==> config.mk <==
export PLATFORM = sky130hd
export DESIGN_NAME = ctrl_flag_pipe
export DESIGN_NICKNAME = d
export VERILOG_FILES = /design/src/rtl/ctrl_flag_pipe_pkg.sv /design/src/rtl/ctrl_flag_pipe_stage_reg.sv /design/src/rtl/ctrl_flag_pipe.sv
export SDC_FILE = /design/constraint.sdc
export NUM_CORES = 1
export LEC_CHECK = 0
export CELL_PAD_IN_SITES_DETAIL_PLACEMENT = 1
export CELL_PAD_IN_SITES_GLOBAL_PLACEMENT = 2
export CORE_MARGIN = 3
export CORE_UTILIZATION = 30
export CTS_CLUSTER_DIAMETER = 60
export DETAILED_ROUTE_END_ITERATION = 12
export PLACE_DENSITY = 0.88
export SKIP_LAST_GASP = 1
export SLEW_MARGIN = 0
export SYNTH_ARGS = -nofsm -noshare
export SYNTH_HDL_FRONTEND = slang
export SYNTH_SLANG_ARGS = --single-unit
==> constraint.sdc <==
create_clock -name clk -period 4.4 [get_ports clk]
set_clock_uncertainty 0.05 [all_clocks]
set_input_delay 0.66 -clock clk [delete_from_list [all_inputs] [get_ports clk]]
set_output_delay 0.66 -clock clk [all_outputs]
set_load 0.1 [all_outputs]
==> src/rtl/ctrl_flag_pipe_pkg.sv <==
// Shared definitions for the control-flag pipeline: flag bit map, slice widths,
// stage register layouts and helpers that split a control word per stage.
package ctrl_flag_pipe_pkg;

   localparam int FLAG_W = 10;
   localparam int REG_W  = 5;
   localparam int CNT_W  = 16;

   localparam int F_REGDST   = 9;
   localparam int F_ALUSRC   = 8;
   localparam int F_MEMTOREG = 7;
   localparam int F_REGWRITE = 6;
   localparam int F_MEMREAD  = 5;
   localparam int F_MEMWRITE = 4;
   localparam int F_BRANCH   = 3;
   localparam int F_JUMP     = 2;
   localparam int F_ALUOP    = 0;

   localparam int ALUOP_W    = 2;
   localparam int EX_CTRL_W  = 4;
   localparam int MEM_CTRL_W = 4;
   localparam int WB_CTRL_W  = 2;

   localparam logic [FLAG_W-1:0] BUBBLE = {FLAG_W{1'b0}};

   // ID/EX keeps the whole word; later stages keep only the slices still needed.
   typedef struct packed {
      logic              valid;
      logic [FLAG_W-1:0] flags;
      logic [REG_W-1:0]  rt;
      logic [REG_W-1:0]  rd;
   } idex_t;

   typedef struct packed {
      logic                  valid;
      logic [MEM_CTRL_W-1:0] mem_ctrl;
      logic [WB_CTRL_W-1:0]  wb_ctrl;
      logic [REG_W-1:0]      dest;
   } exmem_t;

   typedef struct packed {
      logic                 valid;
      logic [WB_CTRL_W-1:0] wb_ctrl;
      logic [REG_W-1:0]     dest;
   } memwb_t;

   function automatic logic [EX_CTRL_W-1:0] ex_slice(input logic [FLAG_W-1:0] f);
      return {f[F_REGDST], f[F_ALUSRC], f[F_ALUOP +: ALUOP_W]};
   endfunction

   function automatic logic [MEM_CTRL_W-1:0] mem_slice(input logic [FLAG_W-1:0] f);
      return {f[F_MEMREAD], f[F_MEMWRITE], f[F_BRANCH], f[F_JUMP]};
   endfunction

   function automatic logic [WB_CTRL_W-1:0] wb_slice(input logic [FLAG_W-1:0] f);
      return {f[F_REGWRITE], f[F_MEMTOREG]};
   endfunction

endpackage

==> src/rtl/ctrl_flag_pipe_stage_reg.sv <==
// Generic pipeline stage register: hold freezes the contents and beats clear,
// clear loads an all-zero bubble.
module ctrl_stage_reg #(
   parameter int W = 8
) (
   input  logic         clk,
   input  logic         reset,
   input  logic         hold,
   input  logic         clear,
   input  logic [W-1:0] d,
   output logic [W-1:0] q
);

   // Stage storage with hold > clear > load priority.
   always_ff @(posedge clk or posedge reset) begin
      if (reset) begin
         q <= {W{1'b0}};
      end else if (hold) begin
         q <= q;
      end else if (clear) begin
         q <= {W{1'b0}};
      end else begin
         q <= d;
      end
   end

endmodule

==> src/rtl/ctrl_flag_pipe.sv <==
// Carries the decoded control word through ID/EX, EX/MEM and MEM/WB, detects
// load-use hazards and inserts bubbles on stall and flush.
module ctrl_flag_pipe
   import ctrl_flag_pipe_pkg::*;
(
   input  logic                  clk,
   input  logic                  reset,
   input  logic [FLAG_W-1:0]     flags_id,
   input  logic                  valid_id,
   input  logic [REG_W-1:0]      rs_id,
   input  logic [REG_W-1:0]      rt_id,
   input  logic [REG_W-1:0]      rd_id,
   input  logic                  hold_i,
   input  logic                  flush_i,
   output logic                  stall_o,
   output logic [EX_CTRL_W-1:0]  ex_ctrl,
   output logic [REG_W-1:0]      ex_rt,
   output logic [MEM_CTRL_W-1:0] mem_ctrl,
   output logic [REG_W-1:0]      mem_dest,
   output logic [WB_CTRL_W-1:0]  wb_ctrl,
   output logic [REG_W-1:0]      wb_dest,
   output logic [CNT_W-1:0]      bubble_cnt
);

   idex_t            idex_d, idex_q;
   exmem_t           exmem_d, exmem_q;
   memwb_t           memwb_d, memwb_q;
   logic             haz_s;
   logic             idex_clear_s;
   logic [CNT_W-1:0] cnt_d, cnt_q;

   ctrl_stage_reg #(.W($bits(idex_t))) u_idex (
      .clk   (clk),
      .reset (reset),
      .hold  (hold_i),
      .clear (idex_clear_s),
      .d     (idex_d),
      .q     (idex_q)
   );

   ctrl_stage_reg #(.W($bits(exmem_t))) u_exmem (
      .clk   (clk),
      .reset (reset),
      .hold  (hold_i),
      .clear (flush_i),
      .d     (exmem_d),
      .q     (exmem_q)
   );

   // MEM/WB is never cleared: on a flush the branch in EX/MEM still retires.
   ctrl_stage_reg #(.W($bits(memwb_t))) u_memwb (
      .clk   (clk),
      .reset (reset),
      .hold  (hold_i),
      .clear (1'b0),
      .d     (memwb_d),
      .q     (memwb_q)
   );

   // Load-use detection against the load sitting in ID/EX; $0 never conflicts.
   always_comb begin
      haz_s = idex_q.valid
            & idex_q.flags[F_MEMREAD]
            & idex_q.flags[F_REGWRITE]
            & (idex_q.rt != {REG_W{1'b0}})
            & valid_id
            & ((idex_q.rt == rs_id) | (idex_q.rt == rt_id));
      idex_clear_s = flush_i | haz_s;
      stall_o      = hold_i | (haz_s & ~flush_i);
   end

   // Next-state words for the three stages, including the EX destination mux.
   always_comb begin
      idex_d = '0;
      if (valid_id) begin
         idex_d.valid = 1'b1;
         idex_d.flags = flags_id;
         idex_d.rt    = rt_id;
         idex_d.rd    = rd_id;
      end else begin
         idex_d.flags = BUBBLE;
      end

      exmem_d          = '0;
      exmem_d.valid    = idex_q.valid;
      exmem_d.mem_ctrl = mem_slice(idex_q.flags);
      exmem_d.wb_ctrl  = wb_slice(idex_q.flags);
      if (idex_q.flags[F_REGDST]) begin
         exmem_d.dest = idex_q.rd;
      end else begin
         exmem_d.dest = idex_q.rt;
      end

      memwb_d         = '0;
      memwb_d.valid   = exmem_q.valid;
      memwb_d.wb_ctrl = exmem_q.wb_ctrl;
      memwb_d.dest    = exmem_q.dest;
   end

   // Bubble counter: counts only hazard bubbles that actually land, saturating.
   always_comb begin
      cnt_d = cnt_q;
      if (hold_i) begin
         cnt_d = cnt_q;
      end else if (flush_i) begin
         cnt_d = cnt_q;
      end else if (haz_s && (cnt_q != {CNT_W{1'b1}})) begin
         cnt_d = cnt_q + {{(CNT_W-1){1'b0}}, 1'b1};
      end else begin
         cnt_d = cnt_q;
      end
   end

   // Bubble counter register.
   always_ff @(posedge clk or posedge reset) begin
      if (reset) begin
         cnt_q <= {CNT_W{1'b0}};
      end else begin
         cnt_q <= cnt_d;
      end
   end

   // Per-stage outputs, forced to zero when the stage holds no instruction.
   always_comb begin
      ex_ctrl  = {EX_CTRL_W{1'b0}};
      ex_rt    = {REG_W{1'b0}};
      mem_ctrl = {MEM_CTRL_W{1'b0}};
      mem_dest = {REG_W{1'b0}};
      wb_ctrl  = {WB_CTRL_W{1'b0}};
      wb_dest  = {REG_W{1'b0}};
      if (idex_q.valid) begin
         ex_ctrl = ex_slice(idex_q.flags);
         ex_rt   = idex_q.rt;
      end else begin
         ex_ctrl = {EX_CTRL_W{1'b0}};
      end
      if (exmem_q.valid) begin
         mem_ctrl = exmem_q.mem_ctrl;
         mem_dest = exmem_q.dest;
      end else begin
         mem_ctrl = {MEM_CTRL_W{1'b0}};
      end
      if (memwb_q.valid) begin
         wb_ctrl = memwb_q.wb_ctrl;
         wb_dest = memwb_q.dest;
      end else begin
         wb_ctrl = {WB_CTRL_W{1'b0}};
      end
      bubble_cnt = cnt_q;
   end

endmodule

* Yosys cells after proc, flatten, opt, wreduce, memory -nomap -nowiden
Index checks and enable logic that the tools add are counted.
** Operators by class
- Add/subtract/negate cells :: 1
- $mul :: 0
- Divide/modulo/power cells :: 0
- $lt $le $gt $ge :: 0
- Equal/unequal tests :: 3
- Shift-type cells :: 0
- Mux-type cells :: 12
- Bitwise operators :: 11
- Reductions and logical operators :: 3
** Operators with widths (number)
- $mux W21 :: 1
- $mux W10 :: 2
- $mux W5 :: 4
- $add A16 B1 Y16 const B :: 1
- $ne A16 B16 Y1 const B :: 1
- $mux W12 :: 1
- $eq A5 B5 Y1 :: 2
- $mux W4 :: 2
- $and A1 B1 Y1 :: 6
- $reduce_bool A5 Y1 :: 1
- $or A1 B1 Y1 :: 3
- $reduce_and A3 Y1 :: 1
- $mux W2 :: 1
- $not A1 Y1 :: 2
- $logic_and A1 B1 Y1 :: 1
- $mux W1 :: 1
** Word-level totals
- Register bits after elaboration :: 57
- Bits in latches :: 0
- Memory bits (writable) :: 0
- ROM bits :: 0
- Bits of input ports :: 30
- Output and inout bits :: 42
- Word-level logic and storage cells :: 34
- Memories kept :: 0

* Longest topological paths before layout
Gate-level depths: netlist (run 1).
- Depth after elaboration :: 7
- Gate-level depth with buffers :: 7

* By module
A second synthesis (run 1) with hierarchy kept.
** Second synthesis, totals
- Cell total of the unflattened synthesis :: 258
- Area total of the unflattened synthesis :: 2897.8 µm²
** Modules (own cells, without submodules)
- ctrl_flag_pipe :: instances 1, cells each 157, area each 1390.1 µm², seq. area each 400.4 µm²
- ctrl_stage_reg (u_idex) :: instances 1, cells each 50, area each 760.7 µm², seq. area each 525.5 µm²
- ctrl_stage_reg (u_exmem) :: instances 1, cells each 30, area each 435.4 µm², seq. area each 300.3 µm²
- ctrl_stage_reg (u_memwb) :: instances 1, cells each 21, area each 311.5 µm², seq. area each 200.2 µm²

* Worst setup path after synthesis (run 1)
No wires, ideal clock.
- Kind :: input-to-output
- From :: input rs_id[4]
- To :: output stall_o
- Arrival :: 2.864 ns
- Path slack :: 0.826 ns
- Stages :: 6
- Path buffers :: 1
- Cells stage by stage :: xnor2_1 nand3_1 o22ai_4 buf_2 nand2_1 o21bai_1
** On the way
- Cells in the longest elaborated chain, start to end :: 5
** Ends and longest elaborated chain
- start: declaration :: line ctrl_flag_pipe.sv:10 : input logic [REG_W-1:0] rs_id,
- $eq A5 B5 Y1 :: line ctrl_flag_pipe.sv:67 : & ((idex_q.rt == rs_id) | (idex_q.rt == rt_id));
- $or A1 B1 Y1 :: line ctrl_flag_pipe.sv:67
- $and A1 B1 Y1 :: line ctrl_flag_pipe.sv:67
- $and A1 B1 Y1 :: line ctrl_flag_pipe.sv:69 : stall_o = hold_i | (haz_s & ~flush_i);
- $or A1 B1 Y1 :: line ctrl_flag_pipe.sv:69
- end: declaration :: line ctrl_flag_pipe.sv:15 : output logic stall_o,
Every way passes these cells.

* Final worst setup path (run 1)
- From :: input rt_id[4]
- To :: output stall_o
** On the way
- Cells in the longest elaborated chain, start to end :: 5
** Ends and longest elaborated chain
- start: declaration :: line ctrl_flag_pipe.sv:11 : input logic [REG_W-1:0] rt_id,
- $eq A5 B5 Y1 :: line ctrl_flag_pipe.sv:67
- $or A1 B1 Y1 :: line ctrl_flag_pipe.sv:67
- $and A1 B1 Y1 :: line ctrl_flag_pipe.sv:67
- $and A1 B1 Y1 :: line ctrl_flag_pipe.sv:69
- $or A1 B1 Y1 :: line ctrl_flag_pipe.sv:69
Every way passes these cells.

==> impl_metrics.env, run 1 <==
export IMPL_status="complete, no violations"
export IMPL_sw_frac_of_total=0.266
export IMPL_die_y_um=101
export IMPL_power_frac_clock=0.403
export IMPL_endpoint_kind="output port"
export IMPL_drt_wl_total_um=6750
export IMPL_drt_iter0_drc=52
export IMPL_maxCapViolations=0
export IMPL_synth_edf_count=0
export IMPL_finalHoldViolCount=0
export IMPL_post_route_period_util=0.750
export IMPL_max_stage_delay_ns=0.53
export IMPL_worstReg2RegStart="u_idex.q[20]"
export IMPL_grt_pass1_wl_um=10900
export IMPL_r2r_cells=5
export IMPL_path_delay_family="buffers and inverters"
export IMPL_ant_nets=0
export IMPL_cts_root_buf="clkbuf_8"
export IMPL_hold_depth=2
export IMPL_clk_latency_ns=0.34
export IMPL_worst_slack_ns=1.10
export IMPL_post_cts_buffers=0
export IMPL_cts_buffer_depth=2
export IMPL_power_frac_comb=0.113
export IMPL_final_util=0.422
export IMPL_fin_crit_ns=3.30
export IMPL_relSlewSlack=0.328
export IMPL_area_growth_syn_to_layout_pct=36.2
export IMPL_switchingPower_uw=311
export IMPL_final_common_cell="clkdlybuf4s50_1"
export IMPL_clkTransAtPathRegs_ns=0.07
export IMPL_seq_power_share=0.484
export IMPL_io_pins=72
export IMPL_die_area_um2=10200
export IMPL_htreeDepth=3
export IMPL_postSynthAreaPerCell_um2=11.2
export IMPL_dp_worst_setup_slack_ns=1.08
export IMPL_core_rowCount=34
export IMPL_holdPathEnd="u_exmem.q[8]"
export IMPL_crit_type="input pin to output port"
export IMPL_worstPathRequired_ns=3.69
export IMPL_synthTopCellsByArea="dfrtp_1 (53%), xnor2_1 (7.8%), a22o_1 (6.8%), and2_1 (6.0%), mux2_2 (3.3%)"
export IMPL_yosysWarningCount=0
export IMPL_power_density_nw_per_um2=317
export IMPL_drive_above_1_share=0.107
export IMPL_ys_flop_type="dfrtp_1"
export IMPL_grt_max_degree=51
export IMPL_track_usage=0.139
export IMPL_r2r_setup_slack_ns=2.05
export IMPL_num_antenna_cells=0
export IMPL_yosysTopAreaCellShare=0.528
export IMPL_viasPerCell=4.90
export IMPL_ys_seq_elements=57
export IMPL_die_w_um=101
export IMPL_dp_hpwl_um=4820
export IMPL_async_flop_share=1.00
export IMPL_grt_pass1_vias=2162
export IMPL_synth_distinct_cells=32
export IMPL_path_max_fanout=17
export IMPL_start_util=0.310
export IMPL_globalplace_congestion=0.721
export IMPL_portBuffers=71
export IMPL_syn_cell_area_um2=2700
export IMPL_cpMaxStageDelayCell="clkdlybuf4s50_1"
export IMPL_cts_resized=0
export IMPL_ys_seq_area_frac=0.528
export IMPL_yosys_area_top_type="dfrtp_1"
export IMPL_synthCells=242
export IMPL_grt_overflow_total=0
export IMPL_worstSetupStartpointType="input pin"
export IMPL_ctsHoldBuffers=0
export IMPL_setup_viol=0
export IMPL_antenna_found_initial=0
export IMPL_fp_coreArea_um2=8720
export IMPL_cts_inserted_buffers=9
export IMPL_critPathBufInv=2
export IMPL_vias=2082
export IMPL_crit_chain="clkdlybuf4s50_1 -> xnor2_1 -> nand3_1 -> o22ai_4 -> nand2_1 -> o21bai_1 -> buf_4"
export IMPL_fin_tns_setup_ns=0
export IMPL_syn_num_nets=273
export IMPL_internal_power_uw=857
export IMPL_cts_tree="done"
export IMPL_leakage_nw=1.56
export IMPL_firstDrtPassIters=4
export IMPL_grt_setup_unrepaired="no"
export IMPL_crit_arrival_ns=2.59
export IMPL_fmax_mhz=303
export IMPL_routedWlPerCell_um=15.9
export IMPL_drv_slew=0
export IMPL_nNetsFinal=344
export IMPL_numClockSinks=57
export IMPL_vdd_drop_max_v=0.000187
export IMPL_mostFrequentLayoutCells="clkdlybuf4s50_1 (69), dfrtp_1 (57), and2_1 (26), xnor2_1 (24), a22o_1 (21)"
export IMPL_r2r_end="bubble_cnt[1]"
export IMPL_route_detailed_drc=0
export IMPL_worst_pin_slew_ns=1.01
export IMPL_hold_path_startpoint="u_exmem.q[8]"
export IMPL_hp_class="flop to flop"
-- metal layers --
metal  GRT usage  up-vias  wire length (um)
met1       0.171     1030              3010
met2       0.225       48              3260
met5           0        -                 0
met4      0.0481        0                99
li1            -      994                 -
met3      0.0491       10               390
-- final cells by class --
class / instances / area, um^2
clock buffer: 9 / 124
clock inverter: 6 / 60.1
fill: 966 / 5040
inverter: 2 / 7.51
multi-input combinational: 171 / 1220
sequential: 57 / 1430
tap: 108 / 135
timing repair buffer: 72 / 711
-- Yosys cell counts (all sizes together), types with 3 or more instances --
cell and count:
dfrtp 57, and2 26, xnor2 24, a22o 21, nand2 17, nand3 12
nand4 11, o21ai 11, mux2 10, clkbuf 7, nand2b 7, nor2 7
and3 5, buf 5, mux2i 5, nor4 3
-- flip-flops by register name, indices dropped and copies added, names as in the netlist --
name	flops
u_exmem.q	12
u_memwb.q	8
bubble_cnt	16
u_idex.q	21
-- tightest hold or removal path: cells and delay by family (launching register included) --
family,cells,cell delay (ns)
compound gates,1,0.05
flops,1,0.34
simple gates,1,0.05
-- logic make-up (layout without fill, tap and decap cells) --
family,Yosys count,in the layout,share of synthesized area
AO/OA/AOI/OAI,38,38,0.109
XOR/XNOR,24,24,0.0777
adder cells (fa/ha/maj),1,1,0.00463
buffers and inverters,14,89,0.0213
flip-flops,57,57,0.528
multiplexers,15,15,0.0602
AND/OR/NAND/NOR,93,93,0.199
-- through the flow --
stage               cell area (um^2)  power, mW  hold WS (ns)  cells
finish                          3680       1.17         0.427    425
global route                    3680       1.22         0.466    425
CTS                             3680       1.19         0.434    425
detailed placement              3500      0.710         0.418    410
global placement                3500      0.706         0.411    410
floorplan                       2700      0.654         0.396    242
-- worst max-delay path by stage --
stage / slack, ns / start / to / cells after the start
after detailed placement: 1.08 / rt_id[4] / stall_o / 7
final: 1.10 / rt_id[4] / stall_o / 7
after floorplan: 0.83 / rs_id[4] / stall_o / 6
after CTS: 1.05 / rt_id[4] / stall_o / 7
after global placement: 1.15 / rt_id[4] / stall_o / 7
after global routing: 0.96 / rt_id[4] / stall_o / 7
-- power by group through the flow --
stage / Clock (mW) / Sequential (mW) / Combinational [mW]
2_1_floorplan: 0 / 0.565 / 0.0893
3_5_place_dp: 0 / 0.575 / 0.134
3_3_place_gp: 0 / 0.574 / 0.132
4_1_cts: 0.490 / 0.565 / 0.135
6_report: 0.471 / 0.565 / 0.132
5_1_grt: 0.513 / 0.568 / 0.143
Power figures use the tool's default switching activity.
==> inputs of run 2 (changes only) <==
- CORE_UTILIZATION: 30 -> 27
- PLACE_DENSITY: 0.88 -> 0.85
- clock period: 4.4 -> 2.9 ns (I/O delays scaled with it)
==> run 2 against run 1 <==
Sequential share of layout area rose by 0.12 points. Critical path depth stayed put. Core utilization decreased by 3.6 points. Sequential power is 52% higher. Critical endpoint unchanged. Setup slack got worse by 0.61 ns. Design area down 0.31%. Hold slack worse by 0.0067 ns. Via count is 1.6% higher. Routed wire length rose by 6.8%.
==> impl_metrics.env, run 2 (synthesis results as in run 1) <==
export IMPL_status="complete, no violations"
export IMPL_path_max_fanout=3
export IMPL_io_pins=72
export IMPL_worst_pin_slew_ns=1.02
export IMPL_largest_reg_flops=21
export IMPL_cts_inserted_buffers=9
export IMPL_grt_setup_unrepaired="no"
export IMPL_worstSetupStartpointType="input pin"
export IMPL_critPathBufInv=2
export IMPL_core_rowCount=35
export IMPL_clkTransAtPathRegs_ns=0.08
export IMPL_antenna_found_initial=1
export IMPL_fin_area_um2=3670
export IMPL_clk_latency_ns=0.33
export IMPL_cpMaxStageDelayCell="clkdlybuf4s50_1"
export IMPL_final_common_cell="dfrtp_1"
export IMPL_drt_iter0_drc=57
export IMPL_fp_coreArea_um2=9500
export IMPL_htreeDepth=3
export IMPL_placed_cell_area_um2=3490
export IMPL_crit_arrival_ns=1.93
export IMPL_leakage_nw=1.68
export IMPL_grt_pass1_wl_um=11900
export IMPL_cts_tree="done"
export IMPL_ctsHoldBuffers=0
export IMPL_grt_pass1_vias=2296
export IMPL_crit_type="input pin to output port"
export IMPL_top_register="u_idex.q"
export IMPL_ant_nets=0
export IMPL_cts_buffer_depth=2
export IMPL_drt_wl_total_um=7210
export IMPL_finalHoldViolCount=0
export IMPL_numClockSinks=57
export IMPL_endpoint_kind="output port"
export IMPL_die_area_um2=11300
export IMPL_max_stage_delay_ns=0.47
export IMPL_die_y_um=106
export IMPL_worstPathRequired_ns=2.41
export IMPL_area_growth_syn_to_layout_pct=35.8
export IMPL_nNetsFinal=349
export IMPL_crit_chain="clkdlybuf4s50_1 -> xnor2_1 -> nand3_1 -> o22ai_4 -> nand2_1 -> o21bai_2 -> buf_12"
export IMPL_route_detailed_drc=0
export IMPL_portBuffers=71
export IMPL_vias=2116
export IMPL_firstDrtPassIters=4
export IMPL_cts_resized=0
export IMPL_start_util=0.285
export IMPL_mostFrequentLayoutCells="dfrtp_1 (57), buf_4 (46), clkdlybuf4s50_1 (28), and2_1 (26), xnor2_1 (24)"
export IMPL_drive_above_1_share=0.254
export IMPL_die_w_um=106
export IMPL_power_density_nw_per_um2=481
export IMPL_setup_viol=0
export IMPL_routedWlPerCell_um=16.0
export IMPL_globalplace_congestion=0.762
export IMPL_fin_crit_ns=2.41
export IMPL_post_route_period_util=0.832
export IMPL_fin_tns_setup_ns=0
export IMPL_grt_overflow_total=0
export IMPL_maxCapViolations=0
export IMPL_total_power_mw=1.77
export IMPL_dp_hpwl_um=5190
export IMPL_fillers=1080
export IMPL_num_antenna_cells=0
export IMPL_track_usage=0.133
export IMPL_cts_root_buf="clkbuf_8"
export IMPL_viasPerCell=4.68
export IMPL_post_cts_buffers=0
export IMPL_multi_input_area_um2=1220
export IMPL_hp_class="input pin to asynchronous set/reset pin"
export IMPL_seq_area_um2=1430
export IMPL_path_delay_family="buffers and inverters"
export IMPL_grt_max_degree=58
export IMPL_drv_slew=0
export IMPL_relSlewSlack=0.319
export IMPL_fmax_mhz=414
export IMPL_vdd_drop_max_v=0.000187
## run 2: layout make-up
cell class                 count  area share
clock buffer                   9      0.0337
inverter                       2     0.00204
multi-input combinational    171       0.333
timing repair buffer          77       0.183
tap                          129      0.0440
sequential                    57       0.388
clock inverter                 7      0.0160
## run 2: path summary, 6_finish.rpt
| check | startpoint | endpoint | slack, ns | cells past startpoint |
|---|---|---|---|---|
| max in group asynchronous | reset | u_idex.q[7] | 2.11 | 3 |
| worst min register to register | u_exmem.q[9] | u_exmem.q[9] | 0.44 | 2 |
| worst max register to register | u_idex.q[5] | u_idex.q[19] | 0.82 | 4 |
| worst max-delay path | rs_id[0] | stall_o | 0.49 | 7 |
| worst min-delay path | reset | bubble_cnt[1] | 0.42 | 3 |
| min in group clk | u_exmem.q[9] | u_exmem.q[9] | 0.44 | 2 |
## run 2: layer usage
metal  track usage  wire length (um)  vias to the layer above
li1              -                 -                     1001
met4        0.0416                96                        2
met2         0.212              3360                       52
met1         0.178              3390                     1053
met3        0.0352               360                        8
met5             0                 9                        -
## run 2: stage by stage
step / std cells / worst slack [ns] / hold slack, ns / util
3_5_place_dp: 436 / 0.451 / 0.423 / 0.367
5_1_grt: 452 / 0.371 / 0.468 / 0.386
3_3_place_gp: 436 / 0.460 / 0.409 / 0.367
6_report: 452 / 0.487 / 0.420 / 0.386
4_1_cts: 452 / 0.453 / 0.429 / 0.386
2_1_floorplan: 242 / 0.327 / 0.396 / -
## run 2: where the power goes
part	switching [mW]	leakage, nW	internal [mW]
clock	0.374	0.0877	0.324
sequential	0.0328	0.781	0.825
combinational	0.115	0.811	0.0939
## run 2: tightest hold or removal path, delay by kind of cell
kind / cells / cell delay, ns
buf+inv: 3 / 0.76
